===== src/rtl/oflow_core_fsm_fe.sv =====
// Feature-extraction sequencer: walks a frame's bbox sets, loads PEs, fires FE,
// collects PE completion and waits for downstream consumption before the next set.
module oflow_core_fsm_fe #(
    parameter int PE_NUM          = 24,
    parameter int SET_LEN         = 7,
    parameter int REMAIN_BBOX_LEN = 5,
    parameter int FRAME_WIDTH     = 16
) (
    input  logic                       clk,
    input  logic                       reset_N,
    input  logic                       start_frame,
    input  logic                       frame_abort,
    input  logic [SET_LEN-1:0]         num_of_sets,
    input  logic [REMAIN_BBOX_LEN-1:0] counter_of_remain_bboxes,
    input  logic [FRAME_WIDTH-1:0]     frame_num,
    output logic                       read_req,
    output logic [SET_LEN-1:0]         read_set_idx,
    input  logic                       read_ack,
    output logic [PE_NUM-1:0]          start_fe_i,
    input  logic [PE_NUM-1:0]          done_fe_i,
    output logic                       done_fe,
    input  logic                       done_registration,
    input  logic                       done_score_calc,
    output logic                       busy,
    output logic                       done_frame
);

    // Handshake: read_req is held from LOAD entry until read_ack is sampled high;
    // read_ack, done_registration and done_score_calc are ignored outside the
    // states that listen for them.
    typedef enum logic [2:0] {
        S_IDLE,
        S_LOAD,
        S_FE,
        S_HAND,
        S_FIN
    } state_t;

    state_t                     state;
    logic [SET_LEN-1:0]         num_sets;
    logic [SET_LEN-1:0]         counter_set_fe;
    logic [REMAIN_BBOX_LEN-1:0] remain;
    logic [FRAME_WIDTH-1:0]     frame_lat;
    logic [PE_NUM-1:0]          done_acc;
    logic [PE_NUM-1:0]          mask;
    logic [PE_NUM-1:0]          acc_next;
    logic                       ds_done;
    logic                       ds_pulse;
    logic                       last_set;

    assign read_set_idx = counter_set_fe;

    // Only the last set of a frame may be partial; remain==0 means a full set.
    always_comb begin
        last_set = (counter_set_fe == num_sets - SET_LEN'(1));
        mask     = '1;
        if (last_set && (remain != '0)) begin
            for (int i = 0; i < PE_NUM; i++) begin
                mask[i] = (i < 32'(remain));
            end
        end
        acc_next = done_acc | (done_fe_i & mask);
        ds_pulse = (frame_lat == '0) ? done_registration : done_score_calc;
    end

    always_ff @(posedge clk or negedge reset_N) begin
        if (!reset_N) begin
            state          <= S_IDLE;
            num_sets       <= '0;
            counter_set_fe <= '0;
            remain         <= '0;
            frame_lat      <= '0;
            done_acc       <= '0;
            ds_done        <= 1'b0;
            read_req       <= 1'b0;
            start_fe_i     <= '0;
            done_fe        <= 1'b0;
            busy           <= 1'b0;
            done_frame     <= 1'b0;
        end else begin
            start_fe_i <= '0;
            done_fe    <= 1'b0;
            done_frame <= 1'b0;
            if (frame_abort) begin
                state          <= S_IDLE;
                counter_set_fe <= '0;
                done_acc       <= '0;
                ds_done        <= 1'b0;
                read_req       <= 1'b0;
                busy           <= 1'b0;
            end else begin
                unique case (state)
                    S_IDLE: begin
                        if (start_frame) begin
                            num_sets       <= num_of_sets;
                            remain         <= counter_of_remain_bboxes;
                            frame_lat      <= frame_num;
                            counter_set_fe <= '0;
                            done_acc       <= '0;
                            ds_done        <= 1'b0;
                            busy           <= 1'b1;
                            if (num_of_sets == '0) begin
                                state <= S_FIN;
                            end else begin
                                state    <= S_LOAD;
                                read_req <= 1'b1;
                            end
                        end
                    end
                    S_LOAD: begin
                        if (read_ack) begin
                            read_req   <= 1'b0;
                            start_fe_i <= mask;
                            state      <= S_FE;
                        end
                    end
                    S_FE: begin
                        // Accumulate from the start cycle so early done pulses are kept.
                        done_acc <= acc_next;
                        if (acc_next == mask) begin
                            done_fe <= 1'b1;
                            state   <= S_HAND;
                        end
                    end
                    S_HAND: begin
                        // A downstream pulse in the done_fe cycle itself counts.
                        if (ds_done || ds_pulse) begin
                            ds_done <= 1'b0;
                            if (last_set) begin
                                state <= S_FIN;
                            end else begin
                                counter_set_fe <= counter_set_fe + SET_LEN'(1);
                                done_acc       <= '0;
                                read_req       <= 1'b1;
                                state          <= S_LOAD;
                            end
                        end
                    end
                    S_FIN: begin
                        done_frame <= 1'b1;
                        busy       <= 1'b0;
                        state      <= S_IDLE;
                    end
                    default: state <= S_IDLE;
                endcase
            end
        end
    end

endmodule


===== config.mk =====
export PLATFORM = sky130hd
export DESIGN_NAME = oflow_core_fsm_fe
export DESIGN_NICKNAME = d
export VERILOG_FILES = /design/src/rtl/oflow_core_fsm_fe.sv
export SDC_FILE = /design/constraint.sdc
export NUM_CORES = 1
export LEC_CHECK = 0
export CAP_MARGIN = 20
export CORE_ASPECT_RATIO = 0.9
export CORE_UTILIZATION = 50
export CTS_CLUSTER_DIAMETER = 120
export DETAILED_ROUTE_END_ITERATION = 16
export HOLD_SLACK_MARGIN = 0.08
export PLACE_DENSITY_LB_ADDON = 0.12
export SLEW_MARGIN = 20
export SYNTH_ARGS = -nofsm -noshare
export SYNTH_HDL_FRONTEND = slang
export SYNTH_SLANG_ARGS = --single-unit

===== constraint.sdc =====
create_clock -name clk -period 3.7 [get_ports clk]
set_clock_uncertainty 0.1 [all_clocks]
set_input_delay 0.555 -clock clk [delete_from_list [all_inputs] [get_ports clk]]
set_output_delay 0.555 -clock clk [all_outputs]
set_load 0.01 [all_outputs]

# After elaboration in Yosys (flattened, before gate mapping)
# Index checks and enable logic that the tools add are counted.
# word_totals
reg_bits	91
elab_cells	112
# classes
add_sub_neg	2
order_cmp	24
n_eq_ne	12
mux	42
n_bitwise	3
reduce_logical	17
# op_table
cell	n
2-to-1 mux 24 bit	8
case mux 24 bit (3 select lines)	1
less-than comparator 4 x 5 -> 1 bit, first input constant	8
less-than comparator 5 bit, first input constant	8
2-to-1 mux 7 bit	4
AND 24 bit	1
== test 24 bit	1
bitwise OR 24 bit	1
2-to-1 mux 3 bit	7
less-than comparator 3 x 5 -> 1 bit, first input constant	4
!= test 3 bit, second input constant	6
2-to-1 mux 1 bit	17
logical NOT 16 bit	1
case mux 7 bit (2 select lines)	1
case mux 3 bit (4 select lines)	1
AND reduction 4 bit	3
less-than comparator 1 x 5 -> 1 bit, first input constant	2
less-than comparator 2 x 5 -> 1 bit, first input constant	2
nonzero test 4 bit	2
adder 7 x 1 -> 7 bit, second input constant	1
== test 7 bit	1
logical NOT 7 bit	1
subtractor 7 x 1 -> 7 bit, second input constant	1
== test 3 x 2 -> 1 bit, second input constant	2
other kinds (13)	16

# Depth between registers and ports, before layout
# depth
depth_word	10
mapped_depth	13
mapped_depth_nobuf	10

# Worst setup path before layout
# OpenSTA, ideal clock, no wires.
# synth_path
kind	register -> register
from	register num_sets[0]
to	register state[0]
setup_time_ns	0.073
arrival_time_ns	2.619
required_ns	3.527
setup_slack_ns	0.908
stages_incl_launch_ff	12
n_path_buf	1
synth_period_minus_slack_ns	2.792
cell_sequence	dfrtp_1 > inv_1 > ha_1 > a31o_1 > a211oi_2 > and4_1 > buf_6 > o2111a_1 > or4b_4 > a2111oi_4 > nand4_2 > a21oi_2
# synth_via
elab_chain_cells	9
# synth_rtl
element	line_no	source
start, declared	40	logic [SET_LEN-1:0] num_sets;
start signal, assigned	95	num_sets <= num_of_sets;
subtractor 7 x 1 -> 7 bit *	55	last_set = (counter_set_fe == num_sets - SET_LEN'(1));
== test 7 bit *	55	
logical AND 1 bit	57	if (last_set && (remain != '0)) begin
2-to-1 mux 24 bit	57	
AND 24 bit	62	acc_next = done_acc | (done_fe_i & mask);
bitwise OR 24 bit	62	
== test 24 bit	120	if (acc_next == mask) begin
!= test 3 bit (no source line)	-	
AND reduction 4 bit (no source line)	-	
end signal, assigned	68	state <= S_IDLE;
end signal, assigned	122	state <= S_HAND;
end signal, assigned	130	state <= S_FIN;
end, declared	39	state_t state;
# Mark *: on every way between the ends. The rest lies on a longest branch, timed or not. The select of a mux whose other input is x is not followed.
# A chain may end at the register's enable or synchronous reset.

# Worst setup path after layout
# Ends and elaborated chain as after synthesis.

==> reports/qor.json <==
{
  "synth_enable_flop_cells": 0,
  "final_nets": 625,
  "first_pass_iters": 5,
  "placed_area_um2": 5660,
  "dp_hpwl_um": 9040,
  "synth_top_area_share_pct": 49.0,
  "floorplan.die.width_um": 103,
  "timing.hold.worst.class": "in2async",
  "gp_congestion": 0.932,
  "post-route-cell-area_um2": 5870,
  "cts_resized": 0,
  "num-fill-cells": 758,
  "power-per-cell-area_nw_per_um2": 567,
  "post_synth_main_area_contributors": "sky130_fd_sc_hd__dfrtp_1 (49%), sky130_fd_sc_hd__mux2_2 (7.4%), sky130_fd_sc_hd__nor2_1 (4.6%)",
  "critical_path_fanouts_max": 16,
  "area_leader_netlist": "sky130_fd_sc_hd__dfrtp_1",
  "floorplan.initialDensity_pct": 52.6,
  "setup_total_negative_slack_ps": 0,
  "synthCells": 473,
  "antennaDiodeCount": 0,
  "clockRootBuffer": "sky130_fd_sc_hd__clkbuf_8",
  "grt_setup_unrepaired": "false",
  "endpoint_kind": "flip-flop",
  "post_cts_hold_buffers": 0,
  "place.port_buffers": 93,
  "seq_area_frac_synth_pct": 49.0,
  "max_clk_rate_ghz": 0.299,
  "cp.required_ps": 3890,
  "part_of_the_total_power_dissipated_in_combinational_logic_pct": 36.1,
  "detailroute.via_count": 4054,
  "worstSkewPairLatency_ps": 360,
  "switching_share_pct": 37.8,
  "timing.slew.headroom_pct": 52.6,
  "hold_violations_final": 0,
  "drc": 0,
  "routed_wirelength_um": 12100,
  "first_pass_grt_wire_length_um": 19700,
  "clk_pin_slew_ps": 100,
  "status": "complete, no violations",
  "final_critical_path_setup_slack_ps": 356,
  "preCtsSetupSlack_ps": 400,
  "final_layout_size_suffix_gt1_share_pct": 13.7,
  "leakagePower_nw": 2.46,
  "layout_min_cycle_time_ps": 3340,
  "max_cap_viol_count": 0,
  "final_common_cell": "sky130_fd_sc_hd__clkdlybuf4s50_1",
  "yosys_warnings": 0,
  "die_area_um2": 9570,
  "synthDistinctLibCells": 60,
  "cts_tree": "built",
  "total_switching_power_mw": 1.26,
  "cp_data_arrival_time_ps": 3530,
  "tritoncts_num_sinks": 90,
  "via_per_inst": 5.89,
  "syn2layout_area_growth_pct": 27.8,
  "internal_power_mw": 2.07,
  "antenna_viol_nets_final": 0,
  "vdd.ir_drop.worst_v": 0.000377,
  "area_of_the_core_um2": 8730,
  "setup.worst_path.class": "reg2reg",
  "min_period_over_period_pct": 90.4,
  "htree_num_levels": 3,
  "layout_common_cells": "sky130_fd_sc_hd__clkdlybuf4s50_1 (92), sky130_fd_sc_hd__dfrtp_1 (90), sky130_fd_sc_hd__nor2_1 (56), sky130_fd_sc_hd__nand2_1 (37), sky130_fd_sc_hd__a21oi_1 (31)",
  "wire_per_inst_um": 17.6,
  "least_margin_pin_slew_ps": 708,
  "timing.hold.ws_ps": 61.1,
  "mappedNetlistArea_um2": 4590,
  "cts.repair_timing.setup_buffer_count": 0,
  "globalRouteTotalUtil_pct": 27.4,
  "cts_buffers": 9,
  "syn_nets": 534,
  "synth_top_flop_cell": "sky130_fd_sc_hd__dfrtp_1",
  "die-height_um": 92.9,
  "grt_pass1_vias": 3917,
  "start_kind": "flip-flop",
  "asyncSetResetFlopFracSynth_pct": 100,
  "top_level_ports": 94,
  "grt_start_max_net_pins": 46,
  "finalMaxSlewViolations": 0,
  "grt_antenna_before_repair": 0,
  "drtIter0Drc": 248,
  "clockBufferDepth": 2,
  "placement_row_count": 32,
  "ys_seq_elements": 90,
  "postSynthAreaPerCell_um2": 9.71,
  "clkPwrFrac_pct": 21.1,
  "gr-total-overflow": 0,
  "pwr-share-seq_pct": 42.9,
  "setup_viol": 0
}
-- logic make-up (layout without fill, tap and decap cells) --
family                   after synthesis  after routing  share of synthesized area (%)
AND/OR/NAND/NOR                      175            175                           18.9
flip-flops                            90             90                           49.0
AO/OA/AOI/OAI                        121            121                           17.8
adder cells (fa/ha/maj)                3              3                          0.763
buffers and inverters                 42            138                           3.76
multiplexers                          34             34                           8.23
XOR/XNOR                               8              8                           1.53
-- flip-flops by register name (all words and copies together), names as in the netlist --
register      cells
busy              1
read_req          1
done_frame        1
num_sets          7
frame_lat        16
read_set_idx      7
done_fe           1
remain            5
start_fe_i       24
state             3
done_acc         24
-- metal layers --
metal | track usage [%] | wire [µm] | share of wire [%] | vias up
met2 | 42.1 | 5490 | 45 | 188
li1 | - | - | - | 1900
met1 | 38.8 | 5450 | 45 | 1951
met5 | 0 | 0 | 0 | -
met4 | 9.04 | 214 | 1.8 | 0
met3 | 5.36 | 957 | 7.9 | 15
-- per-stage QoR --
step                util [%]  power [mW]  instances
finish                  67.2        3.33        688
global route            67.2        3.54        688
CTS                     67.2        3.33        688
detailed placement      64.8        2.62        672
global placement        64.8        2.60        672
floorplan                  -        2.19        473
-- critical path, stage by stage, from the launching register on --
cell and delay, ps:
sky130_fd_sc_hd__dfrtp_1 440, sky130_fd_sc_hd__inv_1 70, sky130_fd_sc_hd__ha_1 260, sky130_fd_sc_hd__a31o_1 210, sky130_fd_sc_hd__a211oi_2 260, sky130_fd_sc_hd__nand4_2 440
sky130_fd_sc_hd__o21a_1 320, sky130_fd_sc_hd__or4b_4 550, sky130_fd_sc_hd__a2111oi_4 290, sky130_fd_sc_hd__nand4_2 160, sky130_fd_sc_hd__a21oi_2 170
-- Yosys cell counts, types with 3 or more instances --
library cell and instances:
sky130_fd_sc_hd__dfrtp_1 90, sky130_fd_sc_hd__nor2_1 56, sky130_fd_sc_hd__nand2_1 37, sky130_fd_sc_hd__a21oi_1 31
sky130_fd_sc_hd__mux2_2 30, sky130_fd_sc_hd__o21ai_0 23, sky130_fd_sc_hd__clkbuf_1 22, sky130_fd_sc_hd__a31oi_1 17
sky130_fd_sc_hd__inv_1 15, sky130_fd_sc_hd__nand3_1 15, sky130_fd_sc_hd__nor3_1 14, sky130_fd_sc_hd__a32o_1 10
sky130_fd_sc_hd__nor4_1 10, sky130_fd_sc_hd__and2_1 9, sky130_fd_sc_hd__or2_2 7, sky130_fd_sc_hd__xnor2_1 6
sky130_fd_sc_hd__and3_1 5, sky130_fd_sc_hd__nor2b_1 5, sky130_fd_sc_hd__mux2i_1 4, sky130_fd_sc_hd__o22ai_1 4
sky130_fd_sc_hd__o31ai_1 4, sky130_fd_sc_hd__a211oi_1 3, sky130_fd_sc_hd__a221oi_1 3, sky130_fd_sc_hd__a22oi_1 3
sky130_fd_sc_hd__buf_2 3, sky130_fd_sc_hd__o211ai_1 3
-- final timing paths --
kind	startpoint	endpoint	slack, ps	depth (start not counted)
min in group clk	read_req	read_req	400	1
setup reg to reg	num_sets[0]	state[0]	360	10
hold reg to reg	read_req	read_req	400	1
hold / removal	reset_N	done_frame	60	1
setup / recovery	num_sets[0]	state[0]	360	10
max in group asynchronous	reset_N	done_acc[5]	2680	2
-- area by class of cell --
class	instances	area, µm²	share of cell area, %
clock buffer	9	124	2.11
clock inverter	7	85.1	1.45
inverter	15	56.3	0.959
multi-input combinational	341	2170	37.0
sequential	90	2250	38.4
tap	119	149	2.54
timing repair buffer	107	1030	17.6
-- power groups by stage --
stage                     clock network (mW)  logic (mW)  registers (mW)
after floorplan                            0       0.851            1.34
after global placement                     0        1.17            1.43
after detailed placement                   0        1.18            1.44
after CTS                              0.720        1.19            1.42
after global routing                   0.762        1.32            1.46
final                                  0.701        1.20            1.43
Note: power is estimated with default switching activity, not from simulation.
